File: config.mk
export PLATFORM = sky130hd
export DESIGN_NAME = multicycle_ctrl
export DESIGN_NICKNAME = d
export VERILOG_FILES = /design/src/rtl/cpu_pkg.sv /design/src/rtl/mem_wait_timer.sv /design/src/rtl/multicycle_ctrl.sv
export SDC_FILE = /design/constraint.sdc
export NUM_CORES = 1
export LEC_CHECK = 0
export BUFFER_PORTS_ARGS = -buffer_cell sky130_fd_sc_hd__buf_2
export CAP_MARGIN = 15
export CORE_ASPECT_RATIO = 0.5
export CORE_MARGIN = 5
export CORE_UTILIZATION = 49
export CTS_CLUSTER_SIZE = 16
export DETAILED_ROUTE_END_ITERATION = 8
export PLACE_DENSITY = 0.77
export SLEW_MARGIN = 30
export SYNTH_ARGS = -nofsm -noshare
export SYNTH_HDL_FRONTEND = slang
export SYNTH_SLANG_ARGS = --single-unit
File: constraint.sdc
create_clock -name clk -period 2.7 [get_ports clk]
set_clock_uncertainty 0.15 [all_clocks]
set_input_delay 0.27 -clock clk [delete_from_list [all_inputs] [get_ports clk]]
set_output_delay 0.27 -clock clk [all_outputs]
set_load 0.02 [all_outputs]
File: src/rtl/cpu_pkg.sv
// Shared definitions for the multi-cycle controller: opcodes, FSM states,
// ALU-control codes, trap causes and the instruction classifier.
package cpu_pkg;

  localparam logic [6:0] OP_R      = 7'b0110011;
  localparam logic [6:0] OP_I      = 7'b0010011;
  localparam logic [6:0] OP_LOAD   = 7'b0000011;
  localparam logic [6:0] OP_STORE  = 7'b0100011;
  localparam logic [6:0] OP_BRANCH = 7'b1100011;

  localparam logic [2:0] F3_WORD = 3'b010;
  localparam logic [2:0] F3_BEQ  = 3'b000;

  typedef enum logic [2:0] {
    RESET,
    FETCH,
    DECODE,
    EXEC,
    MEM,
    WB,
    TRAP
  } state_t;

  typedef enum logic [1:0] {
    ALUOP_ADD   = 2'b00,
    ALUOP_SUB   = 2'b01,
    ALUOP_FUNCT = 2'b10
  } aluop_t;

  localparam logic [1:0] TRAP_NONE     = 2'b00;
  localparam logic [1:0] TRAP_ILLEGAL  = 2'b01;
  localparam logic [1:0] TRAP_FETCH_TO = 2'b10;
  localparam logic [1:0] TRAP_DATA_TO  = 2'b11;

  typedef enum logic [2:0] {
    CLS_R,
    CLS_I,
    CLS_LOAD,
    CLS_STORE,
    CLS_BRANCH,
    CLS_ILLEGAL
  } instr_class_t;

  // Only word loads/stores and BEQ are supported; other funct3 values are illegal.
  function automatic instr_class_t classify(input logic [6:0] opcode, input logic [2:0] funct3);
    instr_class_t cls;
    cls = CLS_ILLEGAL;
    case (opcode)
      OP_R:      cls = CLS_R;
      OP_I:      cls = CLS_I;
      OP_LOAD:   if (funct3 == F3_WORD) cls = CLS_LOAD;
      OP_STORE:  if (funct3 == F3_WORD) cls = CLS_STORE;
      OP_BRANCH: if (funct3 == F3_BEQ)  cls = CLS_BRANCH;
      default:   cls = CLS_ILLEGAL;
    endcase
    return cls;
  endfunction

endpackage

File: src/rtl/mem_wait_timer.sv
// Counts memory wait cycles for the current request; expired flags the last
// permitted cycle so the sequencer can trap if ready is still low.
module mem_wait_timer #(
  parameter int unsigned WAIT_MAX = 15
) (
  input  logic clk,
  input  logic reset,
  input  logic clear,
  input  logic enable,
  output logic expired
);

  localparam int unsigned CW = (WAIT_MAX > 0) ? $clog2(WAIT_MAX + 1) : 1;
  localparam logic [CW-1:0] WAIT_LIM = CW'(WAIT_MAX);

  logic [CW-1:0] cnt_q, cnt_d;

  always_comb begin
    cnt_d = cnt_q;
    if (clear) begin
      cnt_d = '0;
    end else if (enable && (cnt_q != WAIT_LIM)) begin
      cnt_d = cnt_q + CW'(1);
    end
  end

  always_ff @(posedge clk or posedge reset) begin
    if (reset) begin
      cnt_q <= '0;
    end else begin
      cnt_q <= cnt_d;
    end
  end

  // WAIT_MAX of zero means wait forever.
  assign expired = (WAIT_MAX != 0) && enable && (cnt_q == WAIT_LIM);

endmodule

File: src/rtl/multicycle_ctrl.sv
// Multi-cycle sequencer: owns PC/IR, walks FETCH/DECODE/EXEC/MEM/WB and
// drives datapath strobes, with memory wait states and sticky traps.
module multicycle_ctrl
  import cpu_pkg::*;
#(
  parameter int unsigned      XLEN     = 32,
  parameter logic [XLEN-1:0]  RESET_PC = '0,
  parameter int unsigned      WAIT_MAX = 15
) (
  input  logic            clk,
  input  logic            reset,
  output logic            mem_req,
  output logic            mem_we,
  output logic            mem_addr_sel,
  input  logic            mem_ready,
  input  logic [31:0]     mem_rdata,
  output logic            mdr_we,
  output logic [31:0]     ir,
  output logic [XLEN-1:0] pc,
  input  logic [XLEN-1:0] branch_target,
  input  logic            alu_zero,
  output logic            alu_src,
  output logic [1:0]      alu_op,
  output logic            reg_write,
  output logic            mem_to_reg,
  output logic            retire,
  output logic            trap,
  output logic [1:0]      trap_cause
);

  state_t          state_q, state_d;
  logic [XLEN-1:0] pc_q, pc_d;
  logic [31:0]     ir_q, ir_d;
  logic [1:0]      cause_q, cause_d;

  instr_class_t    cls;
  logic [XLEN-1:0] pc_plus4;
  logic            wait_clear;
  logic            wait_enable;
  logic            wait_expired;

  assign cls      = classify(ir_q[6:0], ir_q[14:12]);
  assign pc_plus4 = pc_q + XLEN'(4);

  // Any state change starts a fresh wait window.
  assign wait_clear  = (state_d != state_q);
  assign wait_enable = mem_req && !mem_ready;

  mem_wait_timer #(
    .WAIT_MAX (WAIT_MAX)
  ) u_wait_timer (
    .clk     (clk),
    .reset   (reset),
    .clear   (wait_clear),
    .enable  (wait_enable),
    .expired (wait_expired)
  );

  always_ff @(posedge clk or posedge reset) begin
    if (reset) begin
      state_q <= RESET;
      pc_q    <= RESET_PC;
      ir_q    <= '0;
      cause_q <= TRAP_NONE;
    end else begin
      state_q <= state_d;
      pc_q    <= pc_d;
      ir_q    <= ir_d;
      cause_q <= cause_d;
    end
  end

  always_comb begin
    state_d = state_q;
    pc_d    = pc_q;
    ir_d    = ir_q;
    cause_d = cause_q;
    case (state_q)
      RESET: state_d = FETCH;
      FETCH: begin
        if (mem_ready) begin
          ir_d    = mem_rdata;
          state_d = DECODE;
        end else if (wait_expired) begin
          state_d = TRAP;
          cause_d = TRAP_FETCH_TO;
        end
      end
      DECODE: begin
        if (cls == CLS_ILLEGAL) begin
          state_d = TRAP;
          cause_d = TRAP_ILLEGAL;
        end else begin
          state_d = EXEC;
        end
      end
      EXEC: begin
        case (cls)
          CLS_BRANCH: begin
            pc_d    = alu_zero ? branch_target : pc_plus4;
            state_d = FETCH;
          end
          CLS_LOAD, CLS_STORE: state_d = MEM;
          default:             state_d = WB;
        endcase
      end
      MEM: begin
        if (mem_ready) begin
          if (cls == CLS_STORE) begin
            pc_d    = pc_plus4;
            state_d = FETCH;
          end else begin
            state_d = WB;
          end
        end else if (wait_expired) begin
          state_d = TRAP;
          cause_d = TRAP_DATA_TO;
        end
      end
      WB: begin
        pc_d    = pc_plus4;
        state_d = FETCH;
      end
      TRAP:    state_d = TRAP;
      default: state_d = RESET;
    endcase
  end

  always_comb begin
    mem_req      = 1'b0;
    mem_we       = 1'b0;
    mem_addr_sel = 1'b0;
    mdr_we       = 1'b0;
    alu_src      = 1'b0;
    alu_op       = ALUOP_ADD;
    reg_write    = 1'b0;
    mem_to_reg   = 1'b0;
    retire       = 1'b0;
    case (state_q)
      FETCH: mem_req = 1'b1;
      EXEC, MEM: begin
        // ALU controls stay stable through MEM so the address holds.
        case (cls)
          CLS_R: begin
            alu_src = 1'b0;
            alu_op  = ALUOP_FUNCT;
          end
          CLS_I: begin
            alu_src = 1'b1;
            alu_op  = ALUOP_FUNCT;
          end
          CLS_LOAD, CLS_STORE: begin
            alu_src = 1'b1;
            alu_op  = ALUOP_ADD;
          end
          CLS_BRANCH: begin
            alu_src = 1'b0;
            alu_op  = ALUOP_SUB;
          end
          default: begin
            alu_src = 1'b0;
            alu_op  = ALUOP_ADD;
          end
        endcase
        if (state_q == EXEC) begin
          retire = (cls == CLS_BRANCH);
        end else begin
          mem_req      = 1'b1;
          mem_addr_sel = 1'b1;
          mem_we       = (cls == CLS_STORE);
          mdr_we       = (cls == CLS_LOAD) && mem_ready;
          retire       = (cls == CLS_STORE) && mem_ready;
        end
      end
      WB: begin
        reg_write  = 1'b1;
        mem_to_reg = (cls == CLS_LOAD);
        retire     = 1'b1;
      end
      default: ;
    endcase
  end

  assign ir         = ir_q;
  assign pc         = pc_q;
  assign trap       = (state_q == TRAP);
  assign trap_cause = cause_q;

endmodule

After elaboration in Yosys (flattened, before gate mapping)
Index checks and enable logic that the tools add are counted.
{"block": "totals", "ff_bits": 73, "out_inout_bits": 77}
{"block": "op_classes", "addsub": 2, "eq_ne": 28, "muxes": 39, "reduce_logical": 20}
{"operator": "$mux 32", "n": 4}
{"operator": "$pmux 32 s3", "n": 1}
{"operator": "$add 32x3->32 const B", "n": 1}
{"operator": "$mux 3", "n": 7}
{"operator": "$pmux 3 s6", "n": 1}
{"operator": "$eq 3x2->1 const B", "n": 5}
{"operator": "$eq 3x3->1 const B", "n": 5}
{"operator": "$pmux 3 s5", "n": 1}
{"operator": "$eq 7x6->1 const B", "n": 2}
{"operator": "$mux 1", "n": 12}
{"operator": "$mux 2", "n": 6}
{"operator": "$ne 2x2->1 const B", "n": 5}
{"operator": "$logic_not 3->1", "n": 3}
{"operator": "$mux 4", "n": 2}
{"operator": "$reduce_or 2->1", "n": 4}
{"operator": "$eq 7x2->1 const B", "n": 1}
{"operator": "$eq 7x5->1 const B", "n": 1}
{"operator": "$eq 7x7->1 const B", "n": 1}
{"operator": "$eq 3x1->1 const B", "n": 2}
{"operator": "$ne 2x1->1 const B", "n": 3}
{"operator": "$pmux 2 s3", "n": 1}
{"operator": "$pmux 3 s2", "n": 1}
{"operator": "$reduce_and 6->1", "n": 1}
{"operator": "$reduce_bool 3->1", "n": 2}
{"operator": "other kinds (12)", "n": 17}

Longest topological paths before layout
Gate-level depths: netlist of the first run.
{"block": "depth", "word_depth": 10, "ltp_mapped": 9, "ltp_nobuf": 7}

By module
From an unflattened synthesis of the first run, not the netlist that was laid out.
{"block": "unflattened", "hier_cells": 416, "hier_area_um2": 4030.1}
{"mod": "multicycle_ctrl", "n_inst": 1, "cells_each": 393, "area_per_inst_um2": 3796.1, "seq_area_each_um2": 1726.7}
{"mod": "mem_wait_timer", "n_inst": 1, "cells_each": 23, "area_per_inst_um2": 234.0, "seq_area_each_um2": 100.1}

Worst setup path after synthesis of the first run
Ideal clock, no wire load.
{"block": "synth_timing", "kind": "register to output", "start": "register ir_q[4] (netlist: ir[4])", "end": "output retire", "t_arrival_ps": 1961, "path_slack_ps": 319, "stages_incl_launch_ff": 9, "path_buffers": 3, "path_cell_list": "dfrtp_1 buf_6 or4b_4 nor4_4 o21ai_2 o31a_1 clkinv_2 buf_6 buf_4"}
{"block": "synth_via", "elab_chain_cells": 6, "word_cells_on_any_way": 11, "cone_classes": "7 x eq/ne; 3 x mux; 1 x reduce/logical"}
{"item": "from (decl)", "line": "multicycle_ctrl.sv:33", "source": "logic [31:0] ir_q, ir_d;"}
{"item": "from (signal assigned)", "line": "multicycle_ctrl.sv:68", "source": "ir_q <= ir_d;"}
{"item": "$eq 7x7->1 (tied with other cells)", "line": "cpu_pkg.sv:48", "source": "case (opcode)"}
{"item": "$pmux 3 s5 (*)", "line": "cpu_pkg.sv:48"}
{"item": "$eq 3x2->1", "line": "multicycle_ctrl.sv:172", "source": "retire = (cls == CLS_STORE) && mem_ready;"}
{"item": "$logic_and 1x1->1", "line": "multicycle_ctrl.sv:172"}
{"item": "$mux 1 (*)", "line": "multicycle_ctrl.sv:165", "source": "if (state_q == EXEC) begin"}
{"item": "$pmux 1 s2 (*)", "line": "multicycle_ctrl.sv:139", "source": "case (state_q)"}
{"item": "to (decl)", "line": "multicycle_ctrl.sv:26", "source": "output logic retire,"}
Mark *: on every way between the ends. The rest lies on a longest branch, timed or not.

Final worst setup path of the first run
{"block": "layout_timing", "start": "register ir_q[12] (netlist: ir[12])", "end": "output retire"}
{"block": "layout_via", "elab_chain_cells": 7, "word_cells_on_any_way": 11, "cone_classes": "3 x eq/ne; 6 x mux; 2 x reduce/logical"}
{"item": "$eq 3x2->1 / $logic_not 3->1 (equally long branches)", "line": "cpu_pkg.sv:51, cpu_pkg.sv:52, cpu_pkg.sv:53"}
{"item": "$mux 3 (tied with other cells)", "line": "cpu_pkg.sv:51", "source": "OP_LOAD: if (funct3 == F3_WORD) cls = CLS_LOAD;"}
{"item": "$pmux 3 s5 (*)", "line": "cpu_pkg.sv:48"}
{"item": "$eq 3x2->1", "line": "multicycle_ctrl.sv:172"}
{"item": "$logic_and 1x1->1", "line": "multicycle_ctrl.sv:172"}
{"item": "$mux 1 (*)", "line": "multicycle_ctrl.sv:165"}
{"item": "$pmux 1 s2 (*)", "line": "multicycle_ctrl.sv:139"}
Marked as above.

==> impl_metrics.csv, run 1 <==
group,metric,value,unit
outcome,outcome,"completed",
timing,finalCritPeriodShare,93.8,%
clocking,cts_made_buffers,9,
timing,setup_viol,0,
drt,post-route-drc-count,0,
floorplan,rows,23,
floorplan,die-area,0.00998,sq mm
drt,drt_iter0_drc,231,
floorplan,ioPinCount,145,
yosys,netlist_top_cells_count,"73 x dfrtp_1, 50 x a21oi_1, 36 x nand2_1",
job,maxCapViolCount,0,
clocking,clockBufferDepth,2,
clocking,clk_pin_slew,60,ps
yosys,synth_top_area_share,46.7,%
yosys,synth.area.mux_share,10.0,%
cells_and_area,finalNetCount,625,
yosys,syn_area,0.00391,sq mm
worst_setup_path,crit_type,"reg2out",
global_route,grt_usage,22.1,%
cells_and_area,stdcell_area,0.00517,sq mm
global_route,grt_pass1_vias,3552,
yosys,synth_compound_gate_area_share,20.7,%
global_route,overflow,0,
yosys,ys.flop_type,"dfrtp_1",
worst_setup_path,arrival,2110,ps
power,fin_total_pwr,6.29,mW
yosys,synthArstFlopShare,100,%
yosys,ys_types,63,
yosys,synth_area_leaders,"dfrtp_1 47%, mux2_2 9.5%, a21oi_1 6.4%",
worst_setup_path,rrSetupSlack,260,ps
global_route,grt_max_degree,44,
yosys,synth_fa_ha_area_share,0.640,%
cells_and_area,drive_gt1_share,40.0,%
power,cellPowerDensity,1220,mW/mm^2
cells_and_area,antennaDiodeCount,0,
worst_setup_path,crit_fanout,7,
yosys,synth_most_common_cell,"dfrtp_1",
clocking,insertion_delay,330,ps
floorplan,core,0.00789,sq mm
clocking,htreeDepth,3,
floorplan,start_util,49.6,%
place,place_congestion,0.812,
timing,clock.fmax,395,MHz
clocking,cts_tree,"built",
yosys,synth_fp_nets,475,
floorplan,die_w,136,microns
global_route,antenna_found_initial,0,
timing,post-route-min-period,2530,ps
yosys,ys_ff_latch,73,
drt,wl_per_cell,15.8,microns
clocking,clockRootBuffer,"clkbuf_16",
timing,setup_tns,0,ps
yosys,synth_top_family_by_area,"compound AO/OA/AOI/OAI gates",
yosys,synthSimpleGateAreaFrac,17.3,%
global_route,grt_pass1_wl,17400,microns
cells_and_area,multi_input_area,0.00194,sq mm
timing,tightest_slew,646,ps
timing,maxSlewHeadroom,56.9,%
drt,ant_nets,0,
yosys,yosysTopAreaCell,"dfrtp_1",
timing,rsz0062_at_grt,"false",
worst_setup_path,cp-end-kind,"primary output",
yosys,synth-edff-count,0,
yosys,postSynthCellCount,405,
timing,slew_viol_final,0,
drt,first_pass_iters,5,
cells_and_area,register_area,0.00183,sq mm
power,irDropWorstVdd,660,uV
yosys,synthXorXnorAreaFrac,0.448,%
min_path,hold_path_class,"in2reg",
drt,viasPerCell,5.57,
worst_setup_path,startpoint_type,"flop",
timing,hold_viol_final,0,
cells_and_area,fill_cells,692,
drt,vias,3743,
place,place.port_buffers,144,
yosys,yosys_warnings,0,
drt,routed_wl,10600,microns
cells_and_area,area_growth,32.1,%
place,dpl_cell_area,0.00477,sq mm
yosys,avgSynthCellArea,9.66,sq um
yosys,ys_seq_area_share,46.7,%
clocking,clock_sinks,73,
floorplan,die_h,73.2,microns
power,p_leak,2.39,nW
worst_setup_path,cp.required,2280,ps
place,place_hpwl,7720,microns
cells by family (layout without fill, tap and decap cells):
kind of cell | Yosys count | after routing
compound gates | 132 | 132
xor+xnor | 2 | 2
fa+ha+maj | 2 | 2
buf+inv | 33 | 188
flops | 73 | 73
mux | 35 | 35
simple gates | 128 | 128
repair_timing:
action / 4_1_cts / 5_1_grt
gates cloned: 0 / 0
hold endpoints to repair: 31 / 0
setup buffers: 0 / 4
endpoints found under the setup margin: 1 / 3
hold buffers: 2 / 0
gates resized for setup: 1 / 4
pin swaps: 0 / 0
routing by layer:
metal / up-vias / GRT usage [%] / routed length, microns
li1: 1807 / - / -
met1: 1792 / 27.9 / 4430
met2: 132 / 35.4 / 5140
met3: 12 / 8.54 / 887
met4: 0 / 7.60 / 132
met5: - / 0 / 0
registers in the layout, indices dropped and copies added (netlist names):
name	count
ir	32
u_wait_timer.cnt_q	4
state_q	3
trap_cause	2
pc	32
path summary, 6_finish.rpt:
path	from	cells after the start	end
setup / recovery	ir[12]	6	retire
hold reg to reg	ir[10]	1	ir[10]
setup reg to reg	ir[12]	8	pc[18]
min in group asynchronous	reset	3	ir[17]
hold / removal	mem_rdata[29]	2	ir[29]
max in group asynchronous	reset	4	pc[14]
metrics by stage:
step / hold slack (ps) / instances / util (%) / setup slack [ps]
after CTS: 5.02 / 668 / 65.0 / 54.0
after floorplan: 237 / 405 / - / 319
after global routing: 3.39 / 672 / 65.6 / 14.2
final: 21.5 / 672 / 65.6 / 166
after global placement: 253 / 650 / 60.4 / 305
after detailed placement: 253 / 650 / 60.4 / 249
layout make-up:
type,count,area share [%]
multi-input cells,299,37.5
clock buffers,11,4.50
repair buffers,161,17.0
well taps,112,2.71
inverters,11,0.896
flip-flops and latches,73,35.4
clock inverters,5,2.01
where the power goes:
group | switching [mW] | internal, mW | total [mW]
Combinational | 1.71 | 1.17 | 2.88
Sequential | 0.509 | 1.56 | 2.07
Clock | 0.439 | 0.903 | 1.34
Total | 2.66 | 3.64 | 6.29
critical path, cell delays in order, from the launching register on:
cell and delay [ps]:
dfrtp_2 440, or4b_4 540, nor4_4 290, o21ai_2 110
o31a_1 170, clkinv_4 80, buf_2 160
cells in the final DEF (no fill, tap or decap), types with 3 or more instances in the layout:
cell,Yosys,layout
and4_1,3,3
nand2_1,36,36
buf_4,4,13
clkbuf_16,0,9
a21o_1,3,3
a211oi_1,5,5
a21oi_1,50,50
mux2_2,33,33
nand3_1,14,14
nor2b_1,3,3
nand2b_1,5,4
nor3_1,11,9
and2_1,4,4
nor2_1,24,24
inv_1,10,9
o22ai_1,14,14
bufinv_16,0,3
dfrtp_1,73,71
buf_2,7,144
o32ai_1,3,3
and3_1,7,7
nand4_1,6,6
o21ai_0,28,28
Power figures use the tool's default switching activity.
==> run 2, diff against run 1 <==
--- a/config.mk
+++ b/config.mk
@@ -12,7 +12,7 @@
 export CORE_UTILIZATION = 49
 export CTS_CLUSTER_SIZE = 16
 export DETAILED_ROUTE_END_ITERATION = 8
-export PLACE_DENSITY = 0.77
+export PLACE_DENSITY = 0.86
 export SLEW_MARGIN = 30
 export SYNTH_ARGS = -nofsm -noshare
 export SYNTH_HDL_FRONTEND = slang
==> run 2 against run 1 <==
Compared with the run above:
- sequential cell count is the same
- clock power about the same
- non-clock buffer count shrank 3
- register-to-register slack better by 90 ps
- critical path type unchanged
- critical endpoint unchanged
- highest routed layer unchanged
==> impl_metrics.csv, run 2 (same netlist as run 1, synthesis figures left out) <==
group,metric,value,unit
floorplan,core,0.00789,sq mm
cells_and_area,stdcell_area,0.00513,sq mm
cells_and_area,antennaDiodeCount,0,
timing,slew_viol_final,0,
worst_setup_path,cpMaxStageDelayCell,"or4b_4",
worst_setup_path,critPathTopFamily,"simple AND/OR/NAND/NOR gates",
job,maxCapViolCount,0,
worst_setup_path,rr_worst_depth,5,
drt,ant_nets,0,
worst_setup_path,reg2reg_from,"state_q[2]",
clocking,clk_pin_slew,60,ps
timing,final.setup.worst_slack,119,ps
worst_setup_path,cpPeakStageDelay,550,ps
cells_and_area,final_cells,668,
drt,wl_per_cell,16.7,microns
global_route,overflow,0,
worst_setup_path,cp-end-kind,"primary output",
clocking,clockBufferDepth,2,
timing,setup_tns,0,ps
cells_and_area,area_growth,31.3,%
timing,hold_viol_final,0,
clocking,clock_sinks,73,
global_route,grt_max_degree,41,
floorplan,rows,23,
cells_and_area,drive_gt1_share,39.2,%
outcome,outcome,"completed",
drt,drt_iter0_drc,314,
timing,rsz0062_at_grt,"false",
cells_and_area,fill_cells,680,
min_path,holdCritStartpoint,"mem_rdata[1]",
timing,setup_viol,0,
min_path,worst_hold_path.endpoint,"ir[1]",
timing,maxSlewHeadroom,51.2,%
min_path,hold_path_class,"in2reg",
global_route,grt_pass1_vias,3854,
worst_setup_path,arrival,2160,ps
place,place_congestion,0.848,
cells_and_area,final_common_cell,"buf_2",
power,irDropWorstVdd,628,uV
worst_setup_path,cp_cell_sequence,"or4b_4 -> nor4_4 -> o21ai_2 -> o31a_1 -> clkinv_4 -> buf_2",
global_route,grt_usage,22.1,%
power,p_int,3.60,mW
worst_setup_path,cp.buffers_inverters,2,
power,combinationalPowerShare,45.9,%
timing,finalCritPeriodShare,95.6,%
cells_and_area,multi_input_area,0.00193,sq mm
cells_and_area,register_area,0.00183,sq mm
drt,viasPerCell,5.74,
floorplan,start_util,49.6,%
floorplan,die_h,73.2,microns
place,dp_slack,295,ps
drt,first_pass_iters,5,
cells_and_area,layout_common_cells,"144 x buf_2, 73 x dfrtp_1, 50 x a21oi_1",
worst_setup_path,cp.required,2280,ps
timing,clock.fmax,387,MHz
floorplan,ioPinCount,145,
floorplan,die_w,136,microns
power,p_leak,2.38,nW
place,place.port_buffers,144,
clocking,cts_made_buffers,9,
power,sw_frac_of_total,43.0,%
timing,tightest_slew,731,ps
clocking,clockRootBuffer,"clkbuf_16",
power,p_clk_share,21.3,%
power,switching_power,2.71,mW
power,cellPowerDensity,1230,mW/mm^2
place,dpl_cell_area,0.00477,sq mm
clocking,htreeDepth,3,
worst_setup_path,crit_type,"reg2out",
place,place_hpwl,7980,microns
global_route,antenna_found_initial,0,
clocking,insertion_delay,330,ps
place,placed_cells,650,
worst_setup_path,rrSetupSlack,350,ps
drt,post-route-drc-count,0,
drt,vias,3835,
power,p_seq_share,32.8,%
floorplan,die-area,0.00998,sq mm
timing,post-route-min-period,2580,ps
cells_and_area,finalNetCount,623,
drt,routed_wl,11200,microns
worst_setup_path,startpoint_type,"flop",
global_route,grt_pass1_wl,17700,microns
clocking,cts_tree,"built",
worst_setup_path,crit_fanout,12,
min_path,holdPathStages,2,
worst_setup_path,r2r-end,"pc[25]",
[run 2: changes by cell type in the layout (fill, tap and decap cells not counted), sizes merged]
cell and delta:
buf -3, clkbuf -2, clkinvlp +1
[run 2: worst register-to-register path, cell delays in order (launching register included)]
cell and delay (ps):
dfrtp_1 520, nor2b_1 390, nand2b_2 360, nand3_1 350, o32ai_1 350, a21oi_1 110
[run 2: what timing repair did]
item,in CTS,in global routing
pin swaps,0,0
setup buffers,0,1
cloned,0,1
hold buffers,2,0
endpoints found under the setup margin,1,1
resized for setup,1,1
endpoints found under the hold margin,34,0
[run 2: final cells by class]
cell class	count	share of cell area [%]
timing repair inverter	1	0.0975
clock buffer	9	4.39
multi-input combinational	299	37.6
clock inverter	5	2.07
inverter	11	0.902
tap	112	2.73
sequential	73	35.6
timing repair buffer	158	16.7
[run 2: worst max-delay path by stage]
| stage | startpoint | endpoint | slack [ps] | cells past startpoint |
|---|---|---|---|---|
| after floorplan | ir[4] | retire | 320 | 8 |
| after global placement | ir[12] | retire | 360 | 6 |
| after detailed placement | ir[12] | pc[3] | 300 | 8 |
| after CTS | ir[12] | retire | 70 | 6 |
| after global routing | ir[4] | retire | 5 | 6 |
| final | ir[12] | retire | 120 | 6 |
[run 2: per-layer routing]
layer	vias up	routed length [microns]	track usage, %
li1	1789	-	-
met1	1846	4390	26.0
met2	176	5640	39.5
met3	24	942	5.99
met4	0	190	7.71
met5	-	0	0
[run 2: stage by stage]
step           power (mW)  utilization, %  hold WS (ps)
2_1_floorplan        4.00               -           237
3_3_place_gp         4.82            60.4           283
3_5_place_dp         4.92            60.4           290
4_1_cts              6.31            64.9          7.67
5_1_grt              6.69            65.1          2.45
6_report             6.31            65.1          12.8
[run 2: power by group through the flow]
stage	clock, mW	sequential, mW	combinational, mW
2_1_floorplan	0	2.48	1.52
5_1_grt	1.40	2.13	3.15
6_report	1.34	2.07	2.90
3_5_place_dp	0	2.06	2.86
3_3_place_gp	0	2.03	2.79
4_1_cts	1.36	2.05	2.89
==> run 3, diff against run 2 <==
--- a/config.mk
+++ b/config.mk
@@ -10,9 +10,10 @@
 export CORE_ASPECT_RATIO = 0.5
 export CORE_MARGIN = 5
 export CORE_UTILIZATION = 49
-export CTS_CLUSTER_SIZE = 16
+export CTS_CLUSTER_SIZE = 8
 export DETAILED_ROUTE_END_ITERATION = 8
 export PLACE_DENSITY = 0.86
+export REMOVE_ABC_BUFFERS = 1
 export SLEW_MARGIN = 30
 export SYNTH_ARGS = -nofsm -noshare
 export SYNTH_HDL_FRONTEND = slang
==> run 3 against run 2 <==
Compared with the run above:
- power decreased by 2.4%
- non-clock buffer count unchanged
- sequential cell count unchanged
- critical path depth increased by 1
- worst hold slack got worse by 2.9 ps
- design area decreased by 0.27%
- final cell count increased by 0.30%
- die area unchanged
- sequential share of layout area increased by 0.096 points
- clock power decreased by 10%
- first-iteration DRC count increased by 20%
- sequential power about the same
==> impl_metrics.csv, run 3 (same netlist as run 1, synthesis figures left out) <==
group,metric,value,unit
cells_and_area,layout_common_cells,"144 x buf_2, 73 x dfrtp_1, 50 x a21oi_1",
drt,top_layer,"met4",
place,dp_slack,186,ps
worst_setup_path,cpPeakStageDelay,570,ps
power,p_seq_share,33.8,%
drt,post-route-drc-count,0,
timing,hold_viol_final,0,
timing,clock.fmax,393,MHz
worst_setup_path,startpoint,"ir[6]",
global_route,grt_usage,23.0,%
clocking,clockRootBuffer,"clkbuf_16",
clocking,cts_made_buffers,9,
timing,final.setup.worst_slack,155,ps
min_path,hold_path_class,"in2reg",
floorplan,die_w,136,microns
job,maxCapViolCount,0,
place,place_congestion,0.945,
power,cellPowerDensity,1200,mW/mm^2
cells_and_area,final_util,64.9,%
clocking,insertion_delay,340,ps
floorplan,die-area,0.00998,sq mm
worst_setup_path,cp.required,2280,ps
timing,setup_viol,0,
worst_setup_path,cpMaxStageDelayCell,"dfrtp_1",
worst_setup_path,cp_cell_sequence,"nor2b_1 -> a21o_1 -> o21ai_1 -> buf_4 -> inv_1 -> a211oi_2 -> buf_2",
worst_setup_path,cp-end-kind,"primary output",
power,switching_power,2.74,mW
outcome,outcome,"completed",
timing,setup_tns,0,ps
cells_and_area,drive_gt1_share,39.8,%
cells_and_area,area_growth,30.9,%
global_route,grt_max_degree,40,
global_route,antenna_found_initial,0,
drt,wirelength_met1,4440,microns
cells_and_area,antennaDiodeCount,0,
power,p_clk_share,19.5,%
worst_setup_path,reg2reg_from,"ir[12]",
place,place.port_buffers,144,
drt,routed_wl,11400,microns
worst_setup_path,critical_path_depth,7,
place,place_hpwl,7990,microns
place,dpl_cell_area,0.00476,sq mm
clocking,cts_tree,"built",
timing,post-route-min-period,2550,ps
timing,rsz0062_at_grt,"false",
drt,met3_length,1010,microns
drt,wl_per_cell,17.0,microns
floorplan,start_util,49.6,%
timing,slew_viol_final,0,
floorplan,die_h,73.2,microns
worst_setup_path,arrival,2130,ps
worst_setup_path,critPathTopFamily,"compound AO/OA/AOI/OAI gates",
min_path,holdPathStages,2,
clocking,clk_pin_slew,60,ps
worst_setup_path,crit_type,"reg2out",
drt,drt_iter0_drc,377,
cells_and_area,finalNetCount,623,
clocking,clockBufferDepth,2,
clocking,clock_sinks,73,
cells_and_area,fill_cells,645,
worst_setup_path,cp.buffers_inverters,3,
floorplan,core,0.00789,sq mm
floorplan,rows,23,
clocking,htreeDepth,3,
drt,ant_nets,0,
min_path,holdCritStartpoint,"mem_rdata[20]",
floorplan,ioPinCount,145,
drt,viasPerCell,5.73,
worst_setup_path,rr_worst_depth,9,
power,fin_total_pwr,6.16,mW
worst_setup_path,startpoint_type,"flop",
power,p_int,3.42,mW
drt,first_pass_iters,5,
worst_setup_path,crit_fanout,10,
cells_and_area,final_common_cell,"buf_2",
power,p_leak,2.37,nW
global_route,grt_pass1_vias,3707,
global_route,grt_pass1_wl,18000,microns
timing,tightest_slew,791,ps
power,sw_frac_of_total,44.5,%
timing,maxSlewHeadroom,47.2,%
power,irDropWorstVdd,596,uV
drt,vias,3836,
global_route,overflow,0,
cells_and_area,stdcell_area,0.00512,sq mm
timing,finalCritPeriodShare,94.3,%
power,combinationalPowerShare,46.7,%
drt,route.met2.wl,5700,microns
-- run 3: cell types whose count changed in the layout (fill, tap and decap cells not counted), moves of 2 or more --
cell | previous run | this run
inv_6 | 0 | 2
bufinv_16 | 3 | 1
nor3_2 | 1 | 3
clkinv_2 | 1 | 3
nor3_1 | 10 | 8
-- run 3: worst paths after layout --
path	slack, ps	end
setup / recovery	150	alu_src
setup reg to reg	210	pc[17]
max in group asynchronous	1260	ir[10]
hold / removal	10	ir[20]
min in group asynchronous	480	pc[24]
hold reg to reg	350	ir[19]
-- run 3: timing repair --
item	4_1_cts	5_1_grt
buffers inserted	1	0
gates cloned	1	0
setup endpoints to repair	1	2
pin swaps	0	1
resized for setup	1	4
hold buffers	3	0
hold endpoints to repair	36	0
-- run 3: power groups by stage --
stage	sequential (mW)	clock, mW	combinational, mW
floorplan	2.54	0	1.36
global placement	2.03	0	2.76
detailed placement	2.07	0	2.83
CTS	2.06	1.21	2.87
global route	2.17	1.26	3.13
finish	2.08	1.20	2.88
-- run 3: cell type report --
cell class	instances	area (sq um)	area share, %
clock buffers	10	229	4.47
clock inverters	6	66.3	1.30
inverters	11	46.3	0.904
multi-input cells	299	1950	38.0
flip-flops and latches	73	1830	35.7
well taps	112	140	2.74
repair buffers	158	858	16.8
repair inverters	1	5.00	0.0978
-- run 3: metrics by stage --
step | hold slack (ps) | instances
3_3_place_gp | 312 | 649
5_1_grt | 2.25 | 670
3_5_place_dp | 311 | 649
6_report | 9.81 | 670
4_1_cts | 0.367 | 670
2_1_floorplan | 237 | 383
-- run 3: per-layer routing --
layer  GRT usage, %  vias to the layer above
met3           7.37                       33
met1           27.3                     1814
met2           39.7                      194
met5              0                        -
met4           8.72                        0
li1               -                     1795
